**src/rtl/sysid_check_ctrl_if.sv**
```systemverilog
`default_nettype none
`timescale 1ns/1ps
// ============================================================================
// Module      : sysid_check_ctrl_if
// Description : Avalon-MM read-only bus between the sysid checker (master)
//               and the system-ID control slave.
// Revision    : 1.0 - initial release
// ============================================================================
interface sysid_check_ctrl_if;
  logic        avm_address;
  logic        avm_read;
  logic        avm_waitrequest;
  logic [31:0] avm_readdata;

  modport master (
    output avm_address,
    output avm_read,
    input  avm_waitrequest,
    input  avm_readdata
  );

  modport slave (
    input  avm_address,
    input  avm_read,
    output avm_waitrequest,
    output avm_readdata
  );
endinterface
`default_nettype wire

```
**src/rtl/sysid_check_ctrl.sv**
```systemverilog
`default_nettype none
`timescale 1ns/1ps
// ============================================================================
// Module      : sysid_check_ctrl
// Description : Reads the system-ID word and build timestamp over Avalon-MM,
//               compares them against build-time constants and reports
//               sticky pass/fail and timeout status. Runs once after reset
//               (optional) and again on every start request taken in IDLE.
// Revision    : 1.0 - initial release
// ============================================================================
module sysid_check_ctrl #(
  parameter logic [31:0] EXPECTED_ID    = 32'h88888888,
  parameter logic [31:0] EXPECTED_TS    = 32'h5844ABF9,
  parameter int unsigned TIMEOUT_CYCLES = 16,
  parameter int unsigned MAX_RETRY      = 2,
  parameter bit          AUTO_START     = 1'b1
) (
  input  logic               clock,
  input  logic               reset,
  input  logic               start,
  sysid_check_ctrl_if.master avm,
  output logic               busy,
  output logic               done,
  output logic               id_ok,
  output logic               ts_ok,
  output logic               sysid_ok,
  output logic               timeout_err,
  output logic [31:0]        id_value,
  output logic [31:0]        ts_value
);

  // Last stalled cycle of an access: reaching it with waitrequest still high
  // means the counter hits TIMEOUT_CYCLES and the attempt is abandoned.
  localparam logic [15:0] c_wait_last = 16'(TIMEOUT_CYCLES - 1);
  localparam logic [3:0]  c_max_retry = 4'(MAX_RETRY);

  // ST_GAP is the single read-low cycle that follows an expired access;
  // the retry/abort decision is taken there.
  typedef enum logic [2:0] {
    ST_IDLE  = 3'd0,
    ST_RD_ID = 3'd1,
    ST_RD_TS = 3'd2,
    ST_CHECK = 3'd3,
    ST_DONE  = 3'd4,
    ST_GAP   = 3'd5
  } state_t;

  state_t      r_state;
  state_t      w_state_nxt;
  logic        r_auto_pend;
  logic [15:0] r_wait_cnt;
  logic [3:0]  r_retry_cnt;

  logic        r_read;
  logic        r_addr;
  logic        r_busy;
  logic        r_done;
  logic        r_id_ok;
  logic        r_ts_ok;
  logic        r_sysid_ok;
  logic        r_timeout_err;
  logic [31:0] r_id_value;
  logic [31:0] r_ts_value;

  logic        w_in_read;
  logic        w_accept;
  logic        w_expire;
  logic        w_launch;
  logic        w_can_retry;
  logic        w_read_nxt;
  logic        w_addr_nxt;
  logic        w_busy_nxt;
  logic        w_done_nxt;

  // Next-state and next-output decode; outputs are derived from the next
  // state so that every port is driven straight from a flop.
  always_comb begin
    w_state_nxt = r_state;
    w_in_read   = (r_state == ST_RD_ID) || (r_state == ST_RD_TS);
    w_accept    = w_in_read && !avm.avm_waitrequest;
    w_expire    = w_in_read && avm.avm_waitrequest && (r_wait_cnt == c_wait_last);
    w_launch    = (r_state == ST_IDLE) && (start || r_auto_pend);
    w_can_retry = (r_retry_cnt < c_max_retry);

    case (r_state)
      ST_IDLE: begin
        if (w_launch) w_state_nxt = ST_RD_ID;
      end
      ST_RD_ID: begin
        if (w_accept)      w_state_nxt = ST_RD_TS;
        else if (w_expire) w_state_nxt = ST_GAP;
      end
      ST_RD_TS: begin
        if (w_accept)      w_state_nxt = ST_CHECK;
        else if (w_expire) w_state_nxt = ST_GAP;
      end
      ST_CHECK: w_state_nxt = ST_DONE;
      ST_GAP: begin
        if (w_can_retry) w_state_nxt = ST_RD_ID;
        else             w_state_nxt = ST_DONE;
      end
      ST_DONE: w_state_nxt = ST_IDLE;
      default: w_state_nxt = ST_IDLE;
    endcase

    w_read_nxt = (w_state_nxt == ST_RD_ID) || (w_state_nxt == ST_RD_TS);
    w_addr_nxt = (w_state_nxt == ST_RD_TS);
    w_busy_nxt = w_read_nxt || (w_state_nxt == ST_CHECK) || (w_state_nxt == ST_GAP);
    w_done_nxt = (w_state_nxt == ST_DONE);
  end

  // State register; the auto-start request lives only for the first
  // cycle after reset release.
  always_ff @(posedge clock) begin
    if (reset) begin
      r_state     <= ST_IDLE;
      r_auto_pend <= AUTO_START;
    end else begin
      r_state     <= w_state_nxt;
      r_auto_pend <= 1'b0;
    end
  end

  // Registered bus strobes and sequence status.
  always_ff @(posedge clock) begin
    if (reset) begin
      r_read <= 1'b0;
      r_addr <= 1'b0;
      r_busy <= 1'b0;
      r_done <= 1'b0;
    end else begin
      r_read <= w_read_nxt;
      r_addr <= w_addr_nxt;
      r_busy <= w_busy_nxt;
      r_done <= w_done_nxt;
    end
  end

  // Stall counter: counts consecutive waitrequest cycles of one access and
  // restarts on accept or any state change.
  always_ff @(posedge clock) begin
    if (reset) begin
      r_wait_cnt <= 16'd0;
    end else if (w_in_read && avm.avm_waitrequest && (w_state_nxt == r_state)) begin
      r_wait_cnt <= r_wait_cnt + 16'd1;
    end else begin
      r_wait_cnt <= 16'd0;
    end
  end

  // Retry counter: cleared when a sequence is launched, bumped per retry.
  always_ff @(posedge clock) begin
    if (reset) begin
      r_retry_cnt <= 4'd0;
    end else if (w_launch) begin
      r_retry_cnt <= 4'd0;
    end else if ((r_state == ST_GAP) && w_can_retry) begin
      r_retry_cnt <= r_retry_cnt + 4'd1;
    end
  end

  // Sticky result flags: cleared on launch, set by the compare or forced
  // to failure when retries are exhausted.
  always_ff @(posedge clock) begin
    if (reset) begin
      r_id_ok       <= 1'b0;
      r_ts_ok       <= 1'b0;
      r_sysid_ok    <= 1'b0;
      r_timeout_err <= 1'b0;
    end else if (w_launch) begin
      r_id_ok       <= 1'b0;
      r_ts_ok       <= 1'b0;
      r_sysid_ok    <= 1'b0;
      r_timeout_err <= 1'b0;
    end else if (r_state == ST_CHECK) begin
      r_id_ok       <= (r_id_value == EXPECTED_ID);
      r_ts_ok       <= (r_ts_value == EXPECTED_TS);
      r_sysid_ok    <= (r_id_value == EXPECTED_ID) && (r_ts_value == EXPECTED_TS);
    end else if ((r_state == ST_GAP) && !w_can_retry) begin
      r_id_ok       <= 1'b0;
      r_ts_ok       <= 1'b0;
      r_sysid_ok    <= 1'b0;
      r_timeout_err <= 1'b1;
    end
  end

  // Captured words: updated only on an accepted read, never cleared by start.
  always_ff @(posedge clock) begin
    if (reset) begin
      r_id_value <= 32'd0;
      r_ts_value <= 32'd0;
    end else if (w_accept) begin
      if (r_state == ST_RD_ID) r_id_value <= avm.avm_readdata;
      else                     r_ts_value <= avm.avm_readdata;
    end
  end

  assign avm.avm_read    = r_read;
  assign avm.avm_address = r_addr;
  assign busy            = r_busy;
  assign done            = r_done;
  assign id_ok           = r_id_ok;
  assign ts_ok           = r_ts_ok;
  assign sysid_ok        = r_sysid_ok;
  assign timeout_err     = r_timeout_err;
  assign id_value        = r_id_value;
  assign ts_value        = r_ts_value;

endmodule
`default_nettype wire

```
**src/flat_wrapper.sv**
```systemverilog
// flat-port wrapper written by rule: the top's interface ports become plain ports
module sysid_check_ctrl_flat 
#(
  parameter logic [31:0] EXPECTED_ID    = 32'h88888888,
  parameter logic [31:0] EXPECTED_TS    = 32'h5844ABF9,
  parameter int unsigned TIMEOUT_CYCLES = 16,
  parameter int unsigned MAX_RETRY      = 2,
  parameter bit          AUTO_START     = 1'b1
)
  (clock, reset, start, busy, done, id_ok, ts_ok, sysid_ok, timeout_err, id_value, ts_value, avm_avm_address, avm_avm_read, avm_avm_waitrequest, avm_avm_readdata);
  sysid_check_ctrl_if avm_i ();
  input  logic clock;
  input  logic reset;
  input  logic start;
  output logic busy;
  output logic done;
  output logic id_ok;
  output logic ts_ok;
  output logic sysid_ok;
  output logic timeout_err;
  output logic [31:0] id_value;
  output logic [31:0] ts_value;
  output wire logic [$bits(avm_i.avm_address)-1:0] avm_avm_address;
  output wire logic [$bits(avm_i.avm_read)-1:0] avm_avm_read;
  input wire logic [$bits(avm_i.avm_waitrequest)-1:0] avm_avm_waitrequest;
  input wire logic [$bits(avm_i.avm_readdata)-1:0] avm_avm_readdata;
  assign avm_avm_address = avm_i.avm_address;
  assign avm_avm_read = avm_i.avm_read;
  assign avm_i.avm_waitrequest = avm_avm_waitrequest;
  assign avm_i.avm_readdata = avm_avm_readdata;
  sysid_check_ctrl #(.EXPECTED_ID(EXPECTED_ID), .EXPECTED_TS(EXPECTED_TS), .TIMEOUT_CYCLES(TIMEOUT_CYCLES), .MAX_RETRY(MAX_RETRY), .AUTO_START(AUTO_START)) u_core (.clock(clock), .reset(reset), .start(start), .avm(avm_i), .busy(busy), .done(done), .id_ok(id_ok), .ts_ok(ts_ok), .sysid_ok(sysid_ok), .timeout_err(timeout_err), .id_value(id_value), .ts_value(ts_value));
endmodule
```
**config.mk**
```make
export PLATFORM = sky130hd
export DESIGN_NAME = sysid_check_ctrl_flat
export DESIGN_NICKNAME = d
export VERILOG_FILES = /design/src/rtl/sysid_check_ctrl_if.sv /design/src/rtl/sysid_check_ctrl.sv /design/src/flat_wrapper.sv
export SDC_FILE = /design/constraint.sdc
export NUM_CORES = 1
export LEC_CHECK = 0
export CAP_MARGIN = 30
export CORE_MARGIN = 2
export CORE_UTILIZATION = 43
export DETAILED_ROUTE_END_ITERATION = 7
export HOLD_SLACK_MARGIN = 0.02
export PLACE_DENSITY = 0.76
export SYNTH_ARGS = -nofsm -noshare
export SYNTH_HDL_FRONTEND = slang
export SYNTH_SLANG_ARGS = --single-unit
```
**constraint.sdc**
```tcl
create_clock -name clock -period 1.85 [get_ports clock]
set_clock_uncertainty 0.15 [all_clocks]
set_input_delay 0.185 -clock clock [delete_from_list [all_inputs] [get_ports clock]]
set_output_delay 0.185 -clock clock [all_outputs]
set_load 0.02 [all_outputs]
```
Word level (Yosys, flattened, before mapping)
Index checks and enable logic that the tools add are counted. Widths: inputs -> output; s select.

Bits in writable memories: 0. ROM bits: 0. Register bits: 96. Memories kept: 0. Output and inout port bits: 72. Bits in latches: 0.

$lt $le $gt $ge: 1. $mul: 0. Reduce and logical (&&, ||, !) cells: 22. Shifts and indexed selects: 0. Bitwise gates (word level): 3. Add/sub/neg operators: 2. Muxes and demuxes: 11. Div/mod/pow operators: 0. Eq/ne operators: 13.

Operator list (number): $eq 32x31->1 const B (1); $eq 32x32->1 const B (1); $add 16x1->16 const B (1); $eq 16x4->1 const B (1); $mux 3 (5); $pmux 3 s5 (1); $eq 3x2->1 const B (4); $eq 3x3->1 const B (3); $logic_and 1x1->1 (8); $eq 3x1->1 const B (2); $reduce_and 2->1 (3); $logic_or 1x1->1 (5); $mux 1 (5); $add 4x1->4 const B (1); $lt 4x2->1 const B (1); $reduce_or 2->1 (2); $eq 3x3->1 (1); $logic_not 3->1 (1); $not 1->1 (3); $logic_not 1->1 (2); $reduce_bool 2->1 (1).

Logic depth before layout (Yosys ltp)
Depth in word-level cells: 11. Mapped depth: 6. Gate-level depth less buffers: 6.

Worst setup path after synthesis
Ideal clock, no wire load.

Path kind: reg-to-reg. Start: register u_core.r_wait_cnt[0]. End: register u_core.r_read (netlist: u_core.avm.avm_read). Slack: 0.069 ns. Buffers on the path: 0. Data required time: 1.628 ns. Arrival: 1.559 ns. Stages on the path, launching flop included: 7. Cell sequence: dfxtp_1 -> ha_1 -> and3_1 -> and4_4 -> or3b_1 -> a211o_1 -> mux2i_1.

Longest elaborated chain between the ends: 7. Elaborated cells on any way between the ends: 9. Those cells by class: 3 x eq/ne; 4 x mux; 2 x reduce/logical.

RTL lines: start: declaration (line sysid_check_ctrl.sv:51) `logic [15:0] r_wait_cnt;`; start signal: assignment (line sysid_check_ctrl.sv:145) `r_wait_cnt <= r_wait_cnt + 16'd1;`; $eq 16x4->1 (*) (line sysid_check_ctrl.sv:81) `w_expire = w_in_read && avm.avm_waitrequest && (r_wait_cnt == c_wait_last);`; $logic_and 1x1->1 (*) (line sysid_check_ctrl.sv:81); $mux 3 (*) (line sysid_check_ctrl.sv:91, sysid_check_ctrl.sv:95); $mux 3, on equally long branches (line sysid_check_ctrl.sv:94, sysid_check_ctrl.sv:90); $pmux 3 s5 (*) (line sysid_check_ctrl.sv:85) `case (r_state)`; $eq 3x1->1 / $eq 3x2->1 (equally long branches) (line sysid_check_ctrl.sv:106) `w_read_nxt = (w_state_nxt == ST_RD_ID) || (w_state_nxt == ST_RD_TS);`; $logic_or 1x1->1 (*) (line sysid_check_ctrl.sv:106); end signal: assignment (line sysid_check_ctrl.sv:132) `r_read <= w_read_nxt;`; end: declaration (line sysid_check_ctrl.sv:54) `logic r_read;`.

Every way passes the cells marked *; elsewhere a longest branch is shown, timed or not. A chain may end at the register's enable or synchronous reset.

Worst setup path in the final report
Start: register u_core.r_ts_value[10] (netlist: u_core.ts_value[10]). End: register u_core.r_sysid_ok (netlist: u_core.sysid_ok).

Longest elaborated chain between the ends: 3.

RTL lines: start: declaration (line sysid_check_ctrl.sv:63) `logic [31:0] r_ts_value;`; start signal: assignment (line sysid_check_ctrl.sv:194) `else r_ts_value <= avm.avm_readdata;`; $eq 32x31->1 (line sysid_check_ctrl.sv:178) `r_sysid_ok <= (r_id_value == EXPECTED_ID) && (r_ts_value == EXPECTED_TS);`; $logic_and 1x1->1 (line sysid_check_ctrl.sv:178); $mux 1 (line sysid_check_ctrl.sv:175) `end else if (r_state == ST_CHECK) begin`; end signal: assignment (line sysid_check_ctrl.sv:178); end: declaration (line sysid_check_ctrl.sv:60) `logic r_sysid_ok;`.

Every way passes these cells.

==> impl_summary.txt <==
----------------------------------------------------
[Status]
  Result of the run ... completed

[Timing]
  Crit share post-route ... 100%
  Slew headroom ... 68.1%
  Setup repair after global routing missed its margin ... yes
  Number of hold violations in the final report ... 0
  Slew at the pin with the worst max-slew slack ... 0.472 ns
  Worst-case setup margin in the final layout ... 0.000418 ns
  Highest clock rate ... 0.541 GHz
  Total negative slack ... 0 ns
  Final setup violating endpoints ... 0
  Final number of max-transition violations ... 0
  Min cycle time layout ... 1.85 ns

[GRT]
  Via count of the first global-routing pass ... 3302
  Antenna violations before repair ... 0
  Global-route wire length before repair ... 16.1 mm
  Overall fraction of global-route tracks in use ... 21.1%
  Pin count of the biggest net entering global routing ... 34
  Total congestion overflow after global routing ... 0

[Setup path]
  Logic depth of the worst register-to-register path ... 6
  Critical path startpoint category ... flop
  Data arrival time of the critical path ... 1.99 ns
  Worst reg2reg startpoint ... u_core.ts_value[10]$_SDFFE_PP0P_
  Register-to-register setup slack ... 0.0004 ns
  Worst setup path start ... u_core.ts_value[10]$_SDFFE_PP0P_
  WS Path Type ... reg2reg
  Maximum fanout encountered on the critical timing path ... 3
  Slowest stage cell, crit path ... or4_4
  Critical path capture point ... u_core.sysid_ok$_SDFFE_PP0N_
  Reg2reg end ... u_core.sysid_ok$_SDFFE_PP0N_
  Crit path required time ... 1.99 ns
  Category of the worst setup path capture point ... flop
  Cell-by-cell trace of the critical path ... nand4b_1, or4_4, nor4_4, buf_4, nand3_2, a21oi_2
  Maximum single-stage delay on the critical path ... 0.47 ns

[Route]
  M1 wire length ... 4.55 mm
  Top layer reached by signal wires ... met4
  Vias/cell ... 5.15
  Number of design-rule violations left by the first detailed-router iteration ... 127
  Routed wirelength normalized by instance count ... 15.1 microns
  Remaining routing DRC violations ... 0
  Number of iterations in the first detailed-routing pass ... 4
  Wire length on met2 ... 5.05 mm
  Vias after detailed routing ... 3489
  Total length of routed wires ... 10.2 mm
  Amount of wire on met3 after detailed routing ... 514 microns
  Post-route antenna net violation count ... 0

[Power]
  Leakage power total ... 1.79 nW
  Fraction of power consumed by combinational cells ... 14.2%
  Clock Power Share ... 33.4%
  Portion of total power attributed to sequential cells ... 52.4%
  Power Density ... 787 mW/mm^2
  Switching Share ... 26.4%
  Cell-internal power ... 3.08 mW
  Worst VDD drop ... 0.000425 V
  Net switching power of the design ... 1.10 mW

[Clock network]
  Maximum buffer depth of the clock tree ... 2
  H-tree levels ... 3
  Clock tree sinks ... 96
  Clock-pin slew on the worst setup and hold paths ... 0.10 ns
  TritonCTS clock tree ... yes
  Total setup buffers inserted after CTS ... 0
  TritonCTS Buffers ... 9
  Root Buffer ... clkbuf_8
  Clock Latency Late Sink ... 0.36 ns

[Cells and area]
  Total inserted antenna cells ... 0
  Area growth from synthesis to layout ... 42.7%
  Total number of nets in the final design ... 606
  Fraction of final layout cells with drive strength greater than 1 ... 9.77%
  Number of fillers in the final layout ... 684

[Floorplanning]
  Area of the die ... 0.00943 sq mm
  Core Region ... 0.00830 sq mm
  Num rows ... 33
  Die Width ... 97.1 microns
  Num ports ... 108
  Initial Util ... 44.9%
  Floorplan die height ... 97.1 microns

[Flow run]
  Max-cap viol count ... 0

[Synth]
  Leading post-synthesis cells by cell area ... dfxtp_1 (52%), nand2_1 (14%), a21oi_1 (9.8%)
  Netlist area before placement ... 0.00373 sq mm
  Number of standard cells after synthesis ... 458
  Yosys top cell area share ... 51.6%
  Mean Syn Cell Area ... 8.14 sq um
  Flops & latches, synth ... 96
  Sequential element share of the synthesized area ... 51.6%
  Top cell type by total area after synthesis ... dfxtp_1
  Distinct cells, synth ... 39
  YS warnings ... 0
  Number of nets produced by synthesis ... 496

[Placement]
  Total of buffers placed on input and output ports ... 107
  Final RePlAce weighted congestion ... 0.830
  Detailed placement HPWL ... 7.41 mm
  Place WS ... -0.0106 ns

[Hold path]
  Class of the worst hold path ... in2reg

----------------------------------------------------
==> through the flow <==
stage,cell area [sq um],cells,util [%],total power [mW],hold WS [ns]
after floorplan,3730,458,-,2.52,0.0627
after global placement,5020,661,60.5,2.82,0.267
after detailed placement,5020,661,60.5,2.83,0.269
after CTS,5250,678,63.2,4.21,0.240
after global routing,5320,678,64.1,4.34,0.246
final,5320,678,64.1,4.19,0.248
==> cell usage in the layout, fill, tap and decap left out, types with 2 or more instances in the layout <==
master / netlist / final
a211o_1: 2 / 2
a21oi_1: 73 / 72
a22oi_1: 2 / 2
and3_1: 3 / 2
and3_4: 1 / 2
buf_12: 0 / 6
buf_4: 1 / 11
clkbuf_8: 0 / 10
clkdlybuf4s50_1: 0 / 106
clkinvlp_4: 0 / 3
dfxtp_1: 96 / 92
dfxtp_2: 0 / 4
inv_1: 5 / 5
mux2i_1: 2 / 2
nand2_1: 139 / 139
nand2b_1: 3 / 3
nand3_1: 4 / 3
nand3b_1: 2 / 2
nand4_1: 4 / 4
nand4b_1: 3 / 3
nor2_1: 37 / 37
nor2b_1: 3 / 3
nor3_1: 2 / 2
nor3_4: 0 / 2
nor4_1: 5 / 3
nor4b_1: 10 / 8
nor4b_2: 1 / 3
o21ai_0: 4 / 4
or2_2: 2 / 2
or3_1: 2 / 2
xnor2_1: 7 / 7
xor2_1: 7 / 7
==> kinds of logic after synthesis <==
logic type | count (synthesis) | synth area share, %
XOR/XNOR | 14 | 3.29
AND/OR/NAND/NOR | 230 | 28.8
multiplexers | 2 | 0.537
adder cells (fa/ha/maj) | 2 | 0.671
buffers and inverters | 31 | 3.63
AO/OA/AOI/OAI | 83 | 11.5
flip-flops | 96 | 51.6
==> cells in the mapped netlist, drive strengths merged <==
library cell / count
nor2b: 3
nor4: 5
or3: 2
nor3: 4
nand4b: 3
o21a: 1
inv: 5
nor4b: 11
nor4bb: 2
and4: 1
mux2i: 2
xor2: 7
or2: 2
a22oi: 2
dfxtp: 96
nand2b: 3
o21ai: 5
a211o: 2
and3: 4
buf: 15
nand3: 5
clkbuf: 11
nand3b: 2
or4bb: 1
or3b: 1
ha: 2
or4: 1
xnor2: 7
a21oi: 73
nand2: 139
nor2: 37
nand4: 4
==> critical path: cells and delay by family, from the launching register on <==
| kind | cells | cell delay [ns] |
|---|---|---|
| and+or+nand+nor | 4 | 1.02 |
| DFF | 1 | 0.33 |
| buffers and inverters | 1 | 0.16 |
| AOI/OAI and AO/OA | 1 | 0.13 |
==> timing repair <==
| item | CTS | global route |
|---|---|---|
| endpoints found under the hold margin | 2 | 0 |
| setup endpoints to repair | 2 | 7 |
| pin swaps | 0 | 1 |
| hold buffers | 1 | 0 |
| resized for setup | 2 | 15 |
==> power by group through the flow <==
stage / logic, mW / clock network [mW] / registers (mW)
finish: 0.595 / 1.40 / 2.19
global route: 0.637 / 1.50 / 2.20
CTS: 0.593 / 1.42 / 2.19
detailed placement: 0.588 / 0 / 2.24
global placement: 0.580 / 0 / 2.24
floorplan: 0.222 / 0 / 2.30
==> area by class of cell <==
type	count	area, sq um	share of cell area (%)
flip-flops and latches	96	1930	36.2
multi-input cells	331	1760	33.1
inverters	5	18.8	0.353
repair buffers	125	1280	24.0
well taps	105	131	2.47
clock inverters	6	66.3	1.25
clock buffers	10	138	2.59
==> worst min path at each step <==
stage,from,end,slack [ns],cells after the start
2_1_floorplan,reset,u_core.r_auto_pend$_DFF_P_,0.06,0
3_3_place_gp,reset,u_core.r_auto_pend$_DFF_P_,0.27,1
3_5_place_dp,reset,u_core.r_auto_pend$_DFF_P_,0.27,1
4_1_cts,avm_avm_readdata[13],u_core.ts_value[13]$_SDFFE_PP0P_,0.24,3
5_1_grt,avm_avm_readdata[13],u_core.ts_value[13]$_SDFFE_PP0P_,0.25,3
6_report,avm_avm_readdata[8],u_core.id_value[8]$_SDFFE_PP0P_,0.25,3
==> layer usage <==
| layer | global-route usage, % | vias up |
|---|---|---|
| met3 | 4.75 | 7 |
| li1 | - | 1743 |
| met5 | 0 | - |
| met2 | 35.8 | 86 |
| met1 | 26.9 | 1653 |
| met4 | 6.18 | 0 |
==> registers in the layout, indices dropped and copies added, names as in the netlist <==
name / cells
u_core.id_value: 32
u_core.ts_value: 32
u_core.r_wait_cnt: 16
u_core.r_retry_cnt: 4
u_core.r_state: 3
u_core.avm.avm_address: 1
u_core.avm.avm_read: 1
u_core.busy: 1
u_core.done: 1
u_core.id_ok: 1
u_core.r_auto_pend: 1
u_core.sysid_ok: 1
u_core.timeout_err: 1
u_core.ts_ok: 1
Note: power is estimated with default switching activity, not from simulation.
